### config.mk
export PLATFORM = sky130hd
export DESIGN_NAME = security_monitor_mc
export DESIGN_NICKNAME = d
export VERILOG_FILES = /design/src/rtl/security_monitor_mc.sv
export SDC_FILE = /design/constraint.sdc
export NUM_CORES = 1
export LEC_CHECK = 0
export BUFFER_PORTS_ARGS = -buffer_cell sky130_fd_sc_hd__buf_2
export CAP_MARGIN = 20
export CORE_ASPECT_RATIO = 1.25
export CORE_MARGIN = 8
export CORE_UTILIZATION = 45
export CTS_CLUSTER_DIAMETER = 50
export CTS_CLUSTER_SIZE = 30
export DETAILED_ROUTE_END_ITERATION = 6
export PLACE_DENSITY = 0.7
export SLEW_MARGIN = 20
export SYNTH_ARGS = -nofsm -noshare
export SYNTH_HDL_FRONTEND = slang
export SYNTH_SLANG_ARGS = --single-unit
### constraint.sdc
create_clock -name aclk -period 2.29 [get_ports aclk]
set_input_delay 0.687 -clock aclk [delete_from_list [all_inputs] [get_ports aclk]]
set_output_delay 0.687 -clock aclk [all_outputs]
set_load 0.05 [all_outputs]
### src/rtl/security_monitor_mc.sv
// rtl/security_monitor_mc.sv - multi-channel copy-done monitor with per-channel watchdog and fault latch
// Optional latency capture: define SECMON_LAT_CAPTURE_EN to build the per-channel latency registers.
module security_monitor_mc #(
    parameter  int NUM_CH  = 4,
    parameter  int TMO_W   = 16,
    parameter  int TIMEOUT = 1000,
    localparam int SEL_W   = (NUM_CH > 1) ? $clog2(NUM_CH) : 1
) (
    input  logic              aclk,
    input  logic              nreset,
    input  logic [NUM_CH-1:0] str_cpy,
    input  logic [NUM_CH-1:0] done_cpy,
    input  logic [NUM_CH-1:0] clr_fault,
    output logic [NUM_CH-1:0] done,
    output logic [NUM_CH-1:0] busy,
    output logic [NUM_CH-1:0] fault,
    output logic              irq,
    input  logic [SEL_W-1:0]  lat_sel,
    output logic [TMO_W-1:0]  lat_out
);

    if (NUM_CH < 1 || NUM_CH > 32 || TIMEOUT < 0 ||
        longint'(TIMEOUT) >= (longint'(1) << TMO_W)) begin : g_bad_param
        $error("security_monitor_mc: NUM_CH must be 1..32 and TIMEOUT < 2**TMO_W");
    end

    typedef enum logic [1:0] {
        ST_IDLE  = 2'd0,
        ST_BUSY  = 2'd1,
        ST_DONE  = 2'd2,
        ST_FAULT = 2'd3
    } state_t;

    // Counter value on the last BUSY cycle before the watchdog fires.
    localparam logic [TMO_W-1:0] TMO_LAST = TMO_W'((TIMEOUT > 0) ? TIMEOUT - 1 : 0);
    localparam logic [TMO_W-1:0] CNT_MAX  = '1;

    state_t            state    [NUM_CH];
    state_t            state_nx [NUM_CH];
    logic [TMO_W-1:0]  cnt      [NUM_CH];
    logic [NUM_CH-1:0] ev_done;
    logic [NUM_CH-1:0] ev_fault;

    // Next-state decode per channel; FAULT is absorbing until cleared, done_cpy beats str_cpy elsewhere.
    always_comb begin
        for (int i = 0; i < NUM_CH; i++) begin
            state_nx[i] = state[i];
            ev_done[i]  = 1'b0;
            ev_fault[i] = 1'b0;
            if (state[i] == ST_FAULT) begin
                if (clr_fault[i]) begin
                    state_nx[i] = ST_IDLE;
                end
            end else if (done_cpy[i]) begin
                state_nx[i] = ST_DONE;
                ev_done[i]  = (state[i] != ST_DONE);
            end else begin
                case (state[i])
                    ST_IDLE: begin
                        if (str_cpy[i]) begin
                            state_nx[i] = ST_BUSY;
                        end
                    end
                    ST_BUSY: begin
                        if (!str_cpy[i]) begin
                            state_nx[i] = ST_IDLE;
                        end else if (TIMEOUT != 0 && cnt[i] == TMO_LAST) begin
                            state_nx[i] = ST_FAULT;
                            ev_fault[i] = 1'b1;
                        end
                    end
                    ST_DONE: begin
                        if (!str_cpy[i]) begin
                            state_nx[i] = ST_IDLE;
                        end
                    end
                    default: state_nx[i] = state[i];
                endcase
            end
        end
    end

    // Channel state, watchdog counters and the aggregated interrupt pulse.
    always_ff @(posedge aclk or negedge nreset) begin
        if (!nreset) begin
            for (int i = 0; i < NUM_CH; i++) begin
                state[i] <= ST_IDLE;
                cnt[i]   <= '0;
            end
            irq <= 1'b0;
        end else begin
            for (int i = 0; i < NUM_CH; i++) begin
                state[i] <= state_nx[i];
                if (state[i] == ST_IDLE && state_nx[i] == ST_BUSY) begin
                    cnt[i] <= '0;
                end else if (state[i] == ST_BUSY && state_nx[i] == ST_BUSY && cnt[i] != CNT_MAX) begin
                    // Saturate so an unbounded (watchdog-off) copy never wraps the counter.
                    cnt[i] <= cnt[i] + 1'b1;
                end
            end
            irq <= |(ev_done | ev_fault);
        end
    end

    // Status flags are a straight decode of the state register.
    always_comb begin
        for (int i = 0; i < NUM_CH; i++) begin
            done[i]  = (state[i] == ST_DONE);
            busy[i]  = (state[i] == ST_BUSY);
            fault[i] = (state[i] == ST_FAULT);
        end
    end

`ifdef SECMON_LAT_CAPTURE_EN
    logic [TMO_W-1:0] lat [NUM_CH];

    // Capture BUSY duration on completion; a completion straight from IDLE records zero.
    always_ff @(posedge aclk or negedge nreset) begin
        if (!nreset) begin
            for (int i = 0; i < NUM_CH; i++) begin
                lat[i] <= '0;
            end
        end else begin
            for (int i = 0; i < NUM_CH; i++) begin
                if (ev_done[i]) begin
                    if (state[i] == ST_BUSY) begin
                        lat[i] <= (cnt[i] == CNT_MAX) ? cnt[i] : cnt[i] + 1'b1;
                    end else begin
                        lat[i] <= '0;
                    end
                end
            end
        end
    end

    // Readback mux; out-of-range selects read as zero.
    always_comb begin
        lat_out = '0;
        if (int'(lat_sel) < NUM_CH) begin
            lat_out = lat[lat_sel];
        end
    end
`else
    logic unused_lat_sel;

    // No latency storage in this build.
    always_comb begin
        lat_out        = '0;
        unused_lat_sel = ^lat_sel;
    end
`endif

endmodule

==> results.yml, run 1 <==
synthesis:
  synthDistinctLibCells: 50
  syn_area_um2: 4340
  synth_edf_count: 0
  postSynth.asyncResetShare_pct: 100
  synth_top_area_share_pct: 42.1
  synthCells: 481
  ys.flop_type: "dfrtp_1"
  yosysWarnings: 0
  synth_common_cells: "dfrtp_1, nor2_1, nand2_1"
  yosysMostFrequentCell: "dfrtp_1"
  synth.area.top_cells: "dfrtp_1, xnor2_1, nor2_1"
  ys_seq_area_share_pct: 42.1
  avgSynthCellArea_um2: 9.03
  ys_ff_latch: 73
  synth_top_area_cell: "dfrtp_1"
clocking:
  cts_setup_buffers: 0
  clk_pin_slew_ps: 50
  cts_buffer_depth: 2
  root_buffer: "clkbuf_16"
  clock_latency_ps: 330
  ctsResizeCount: 0
  cts.sinks: 73
  cts_made_buffers: 9
  holdBufCountCts: 0
  cts_tree: "done"
  cts_htree_levels: 3
pwr:
  p_leak_uw: 0.00205
  p_comb_share_pct: 11.3
  p_seq_share_pct: 46.7
  netSwitchingFraction_pct: 27.1
  power_frac_clock_pct: 42.0
  net-switching-power_uw: 796
  p_per_area_nw_per_um2: 600
  p_int_uw: 2140
  ir_drop_v: 0.000371
floorplanning:
  core_um2: 9510
  start_util_pct: 45.7
  ios: 45
  die_x_um: 104
  die_h_um: 126
  die_area_um2: 13100
  row_count: 40
global_route:
  grt_use_total_pct: 15.1
  overflow: 0
  grt_pass1_vias: 3609
  antenna_found_initial: 0
  grt_max_degree: 74
  grt_pass1_wl_um: 16500
sta:
  rsz0062_at_grt: "no"
  period_share_pct: 91.1
  setup_viol: 0
  min_period_ps: 2090
  hold_viol_final: 0
  finalClockSkew_ps: 3.13
  max_freq_mhz: 479
  finalSetupTns_ps: 0
  max_slew.worst_pin.slew_ps: 552
  fin_ws_ps: 203
  slew_violations: 0
  slew_headroom_pct: 62.9
route:
  postRouteAntennaNets: 0
  wirelength_um: 9460
  drc: 0
  drt_iter0_drc: 127
  drtPass1Iterations: 4
  via_per_inst: 5.67
  vias: 3670
  wl_per_cell_um: 14.6
place:
  dpl.hpwl_um: 6890
  io_buffers: 26
  pre_cts_slack_ps: 9.24
  gp_congestion: 0.852
cells_and_area:
  fin_nets: 536
  n_fill_cell: 895
  antenna_cells: 0
  drive_gt1_share_pct: 13.4
  multi_input_area_um2: 2320
  utilization_pct: 51.4
  layout.area.seq_um2: 1830
  area_growth_pct: 12.6
worst_setup_path:
  startpoint: "cnt[48]$_DFFE_PN0P_"
  worstSetupPathType: "reg2reg"
  cp-start-kind: "register"
  r2r-start: "cnt[48]$_DFFE_PN0P_"
  path_max_fanout: 10
  cp.required_ps: 2510
  worstPathArrival_ps: 2310
  endpoint_kind: "register"
run_status:
  status: "finished, final reports clean"
flow_run:
  drv_cap: 0
worst_hold_path:
  hold_class: "in2async"
==> cells by family (layout without fill, tap and decap cells) <==
logic type	Yosys count	count (layout)	synth area share, %
compound gates	66	66	9.14
xor+xnor	30	30	6.05
fa+ha+maj	4	4	1.15
buf+inv	48	73	5.88
flops	73	73	42.1
mux	7	7	1.61
other cells	1	16	0.0864
simple gates	252	252	34.0
==> cells in the final DEF, fill, tap and decap left out, types with 5 or more instances in the layout <==
cell / count
a21oi_1: 23
o31ai_1: 10
buf_2: 26
xnor2_1: 24
inv_1: 16
o211ai_1: 5
nand4_1: 26
and2_1: 9
nor3_1: 19
nor4b_1: 8
nor2b_1: 7
o21ai_0: 17
or3_1: 15
or2_2: 7
xor2_1: 6
nor2_1: 45
nand2_1: 30
or4_1: 9
dfrtp_1: 73
nand3_1: 24
conb_1: 16
mux2i_1: 7
clkbuf_16: 9
and4_1: 5
nor4_1: 15
buf_4: 13
and3_1: 7
==> layout make-up <==
cell class	instances	share of cell area, %
inverters	16	1.23
repair buffers	41	5.48
well taps	126	3.23
multi-input cells	375	47.4
clock inverters	4	0.410
flip-flops and latches	73	37.4
clock buffers	12	4.84
==> state kept, by name, indices dropped and copies added, names as in the netlist <==
name / count
state: 8
cnt: 64
irq: 1
==> metrics by stage <==
step | hold slack (ps) | area, um^2 | power (uW) | cells
2_1_floorplan | 391 | 4400 | 1640 | 496
3_3_place_gp | 488 | 4630 | 1720 | 631
3_5_place_dp | 502 | 4630 | 1730 | 631
4_1_cts | 392 | 4890 | 2970 | 647
5_1_grt | 412 | 4890 | 3050 | 647
6_report | 374 | 4890 | 2930 | 647
==> per-layer routing <==
layer / share of wire, % / routed length [um] / up-vias / GRT usage (%)
met5: 0 / 0 / - / 0
met4: 2.7 / 252 / 0 / 8.20
met3: 4.3 / 409 / 22 / 4.23
met2: 50 / 4680 / 69 / 24.8
met1: 43 / 4110 / 1778 / 17.3
li1: - / - / 1801 / -
==> worst max-delay path: stages (launching register included) <==
cell	delay, ps
dfrtp_1	420
ha_1	240
nand2_1	110
or2_2	350
o211ai_1	370
buf_4	240
mux2i_1	190
nor2_1	50
==> final timing paths <==
path                                       end  slack [ps]  cells past startpoint
max reg2reg                cnt[49]$_DFFE_PN0P_         200                      7
min                        cnt[13]$_DFFE_PN0P_         370                      2
max in group asynchronous  cnt[42]$_DFFE_PN0P_        1600                      2
max                        cnt[49]$_DFFE_PN0P_         200                      7
min in group aclk           cnt[0]$_DFFE_PN0P_         510                      1
min reg2reg                 cnt[0]$_DFFE_PN0P_         510                      1
==> power groups by stage <==
stage,Sequential (uW),Clock (uW),Combinational [uW]
2_1_floorplan,1380,0,257
3_3_place_gp,1390,0,329
3_5_place_dp,1390,0,336
4_1_cts,1370,1260,337
5_1_grt,1380,1320,359
6_report,1370,1230,331
No activity file was read; power rests on OpenSTA's default activity.
==> inputs of run 2 (changes only) <==
--- a/config.mk
+++ b/config.mk
@@ -5,7 +5,7 @@
 export SDC_FILE = /design/constraint.sdc
 export NUM_CORES = 1
 export LEC_CHECK = 0
-export BUFFER_PORTS_ARGS = -buffer_cell sky130_fd_sc_hd__buf_2
+export BUFFER_PORTS_ARGS = -buffer_cell sky130_fd_sc_hd__clkbuf_2
 export CAP_MARGIN = 20
 export CORE_ASPECT_RATIO = 1.25
 export CORE_MARGIN = 8
==> results.yml, run 2 (same netlist as run 1, synthesis figures left out) <==
sta:
  period_share_pct: 90.2
  slew_headroom_pct: 60.6
  finalSetupTns_ps: 0
  min_period_ps: 2070
  max_slew.worst_pin.slew_ps: 587
  fin_ws_ps: 225
  slew_violations: 0
  hold_viol_final: 0
  rsz0062_at_grt: "no"
  setup_viol: 0
  finalClockSkew_ps: 6.09
  max_freq_mhz: 484
worst_setup_path:
  cp-start-kind: "register"
  path_max_fanout: 8
  worstPathArrival_ps: 1380
  worstSetupPathType: "reg2out"
  cp.required_ps: 1600
  endpoint_kind: "output port"
route:
  drtPass1Iterations: 4
  drt_iter0_drc: 167
  wl_per_cell_um: 14.8
  drc: 0
  postRouteAntennaNets: 0
  wirelength_um: 9590
  vias: 3660
  via_per_inst: 5.63
clocking:
  cts_made_buffers: 9
  clk_pin_slew_ps: 60
  cts_tree: "done"
  root_buffer: "clkbuf_16"
  cts.sinks: 73
  clock_latency_ps: 330
  cts_buffer_depth: 2
  cts_htree_levels: 3
  ctsResizeCount: 0
  cts_setup_buffers: 0
  holdBufCountCts: 0
cells_and_area:
  n_fill_cell: 888
  area_growth_pct: 14.0
  fin_nets: 539
  final_area_um2: 4950
  layout.area.seq_um2: 1830
  antenna_cells: 0
  largest_register_ffs: 64
  most-common-layout-cells: "dfrtp_1, nor2_1, nand2_1"
  top_register: "cnt"
  multi_input_area_um2: 2320
  drive_gt1_share_pct: 14.3
  final_common_cell: "dfrtp_1"
  utilization_pct: 52.1
  largestRegisters: "cnt x64, state x8, irq x1"
place:
  io_buffers: 26
  dpl.hpwl_um: 6820
  gp_congestion: 0.875
  pre_cts_slack_ps: 4.91
  placed_cell_area_um2: 4650
pwr:
  p_per_area_nw_per_um2: 626
  p_leak_uw: 0.00208
  ir_drop_v: 0.000389
global_route:
  antenna_found_initial: 0
  overflow: 0
  grt_pass1_vias: 3587
  grt_pass1_wl_um: 16700
  grt_use_total_pct: 15.2
  grt_max_degree: 74
floorplanning:
  die_h_um: 126
  start_util_pct: 45.7
  die_x_um: 104
  die_area_um2: 13100
  ios: 45
  core_um2: 9510
  row_count: 40
run_status:
  status: "finished, final reports clean"
flow_run:
  drv_cap: 0
worst_hold_path:
  hold_class: "in2async"
==> run 2: power by group <==
part	switching [uW]	internal, uW
Combinational	249	89.7
Sequential	41.4	1320
Clock	528	869
Total	819	2280
==> run 2: final timing paths <==
path                                      from                  end  slack [ps]  cells after the start
hold reg to reg            cnt[62]$_DFFE_PN0P_  cnt[62]$_DFFE_PN0P_         520                      1
setup / recovery            state[2]$_DFF_PN0_              busy[2]         220                      2
max in group asynchronous               nreset  cnt[24]$_DFFE_PN0P_        1600                      2
min in group aclk          cnt[62]$_DFFE_PN0P_  cnt[62]$_DFFE_PN0P_         520                      1
hold / removal                          nreset  cnt[12]$_DFFE_PN0P_         370                      2
setup reg to reg           cnt[59]$_DFFE_PN0P_  cnt[49]$_DFFE_PN0P_         230                      6
==> run 2: worst max-delay path: stages, from the launching register on <==
cell and delay (ps):
dfrtp_1 480, nor2b_2 260, clkbuf_2 300
==> run 2: metrics by stage <==
| stage | total power (uW) | instances | hold WS [ps] |
|---|---|---|---|
| 3_5_place_dp | 1730 | 634 | 508 |
| 2_1_floorplan | 1640 | 496 | 391 |
| 6_report | 3100 | 650 | 369 |
| 3_3_place_gp | 1720 | 634 | 484 |
| 5_1_grt | 3220 | 650 | 421 |
| 4_1_cts | 3140 | 650 | 394 |
==> run 2: layer usage <==
| metal | wire (um) | track usage (%) |
|---|---|---|
| met3 | 364 | 3.27 |
| met2 | 4750 | 25.7 |
| met5 | 0 | 0 |
| met4 | 235 | 8.28 |
| met1 | 4240 | 17.5 |
==> run 2: final cells by class <==
| cell class | instances | area share (%) |
|---|---|---|
| Multi-Input combinational cell | 375 | 46.8 |
| Sequential cell | 73 | 36.9 |
| Timing Repair Buffer | 44 | 5.86 |
| Clock buffer | 11 | 4.90 |
| Tap cell | 126 | 3.18 |
| Inverter | 16 | 1.21 |
| Clock inverter | 5 | 1.11 |
==> inputs of run 3 (changes only) <==
--- a/config.mk
+++ b/config.mk
@@ -13,7 +13,10 @@
 export CTS_CLUSTER_DIAMETER = 50
 export CTS_CLUSTER_SIZE = 30
 export DETAILED_ROUTE_END_ITERATION = 6
+export MAX_ROUTING_LAYER = met4
 export PLACE_DENSITY = 0.7
+export SETUP_SLACK_MARGIN = 0.5
+export SKIP_CTS_REPAIR_TIMING = 1
 export SLEW_MARGIN = 20
 export SYNTH_ARGS = -nofsm -noshare
 export SYNTH_HDL_FRONTEND = slang
==> results.yml, run 3 (same netlist as run 1, synthesis figures left out) <==
sta:
  finalSetupTns_ps: 0
  slew_violations: 0
  period_share_pct: 84.4
  finalClockSkew_ps: 4.87
  min_period_ps: 1930
  rsz0062_at_grt: "yes"
  setup_viol: 0
  hold_viol_final: 0
  max_freq_mhz: 517
worst_setup_path:
  crit_path_cell_trace: "nand4_1, or4_1, o211ai_1, buf_4, mux2i_1, nor2_1"
  endpoint_kind: "register"
  cp_slowest_stage_delay_ps: 520
  worstSetupPathType: "reg2reg"
  cp-start-kind: "register"
  slowest_stage: "or4_1"
  worstPathArrival_ps: 2150
  path_max_fanout: 14
  cp.required_ps: 2510
route:
  vias: 3887
  postRouteAntennaNets: 0
  wl_per_cell_um: 16.2
  drtPass1Iterations: 4
  drt_iter0_drc: 149
  via_per_inst: 5.75
  wirelength_um: 11000
  drc: 0
floorplanning:
  row_count: 40
  core_um2: 9510
  die_x_um: 104
  die_h_um: 126
  ios: 45
  die_area_um2: 13100
  start_util_pct: 45.7
global_route:
  overflow: 0
  grt_pass1_vias: 3532
  grt_pass1_wl_um: 16500
  antenna_found_initial: 0
  grt_use_total_pct: 15.5
  grt_max_degree: 40
place:
  io_buffers: 26
  place_inst: 630
  dpl.hpwl_um: 7030
  placed_cell_area_um2: 4800
  gp_congestion: 0.862
cells_and_area:
  fin_nets: 565
  final_common_cell: "dfrtp_1"
  drive_gt1_share_pct: 32.9
  utilization_pct: 59.7
  top_register: "cnt"
  area_growth_pct: 30.8
  most-common-layout-cells: "dfrtp_1, nor2_1, buf_4"
  final_area_um2: 5680
  largestRegisters: "cnt x64, state x8, irq x1"
  fin_cells: 676
  largest_register_ffs: 64
  antenna_cells: 0
flow_run:
  drv_cap: 0
clocking:
  clock_latency_ps: 340
  clk_pin_slew_ps: 60
  cts_htree_levels: 3
  cts_buffer_depth: 2
  root_buffer: "clkbuf_16"
  cts.sinks: 73
  cts_tree: "done"
  cts_made_buffers: 9
pwr:
  p_leak_uw: 0.00231
  p_per_area_nw_per_um2: 569
  ir_drop_v: 0.000372
run_status:
  status: "finished, final reports clean"
worst_hold_path:
  hold_class: "in2async"
[run 3: changes by cell type in the layout (fill, tap and decap cells not counted), moves of 7 or more]
cell      previous run  this run
nand3_1             24        17
nor4_1              15         7
dfrtp_1             73        60
buf_6                0         9
nor4b_2              0         7
nor4b_1              8         1
clkbuf_2            25        14
buf_4               16        39
dfrtp_2              0        13
[run 3: stage by stage]
stage | total power (uW) | worst slack [ps] | hold slack [ps]
after floorplan | 1660 | 299 | 391
after global placement | 1740 | 87.6 | 488
after detailed placement | 1740 | 7.25 | 503
after CTS | 3170 | 180 | 326
after global routing | 3350 | 266 | 342
final | 3230 | 357 | 318
[run 3: layout make-up]
class,count,area [um^2]
sequential,73,1840
clock inverter,5,55.1
clock buffer,11,243
fill,801,3830
inverter,16,60.1
timing repair buffer,70,579
tap,126,158
multi-input combinational,375,2740
[run 3: power by group]
part	leakage [uW]	switching, uW	internal [uW]
registers	0.000983	48.9	1330
logic	0.00119	277	163
clock network	0.000142	550	870
total	0.00231	876	2360
[run 3: worst paths after layout]
path / startpoint / end / slack [ps] / cells past startpoint
min in group aclk: cnt[62]$_DFFE_PN0P_ / cnt[62]$_DFFE_PN0P_ / 520 / 1
worst max register to register: cnt[59]$_DFFE_PN0P_ / cnt[49]$_DFFE_PN0P_ / 360 / 6
worst min-delay path: nreset / cnt[30]$_DFFE_PN0P_ / 320 / 1
worst min register to register: cnt[62]$_DFFE_PN0P_ / cnt[62]$_DFFE_PN0P_ / 520 / 1
worst max-delay path: cnt[59]$_DFFE_PN0P_ / cnt[49]$_DFFE_PN0P_ / 360 / 6
max in group asynchronous: nreset / state[5]$_DFF_PN0_ / 1390 / 2
[run 3: routing by layer]
layer  part of all wire (%)  track usage [%]  wire (um)
met5                      0                -          0
met4                    2.1             7.51        226
met3                    3.9             3.67        430
met2                     52             26.0       5750
met1                     42             17.1       4570
[run 3: critical path, delay by kind of cell (launching register included)]
family | cells | cell delay [ps]
AO/OA/AOI/OAI | 1 | 190
buffers and inverters | 1 | 220
flip-flops | 1 | 420
multiplexers | 1 | 190
AND/OR/NAND/NOR | 3 | 790
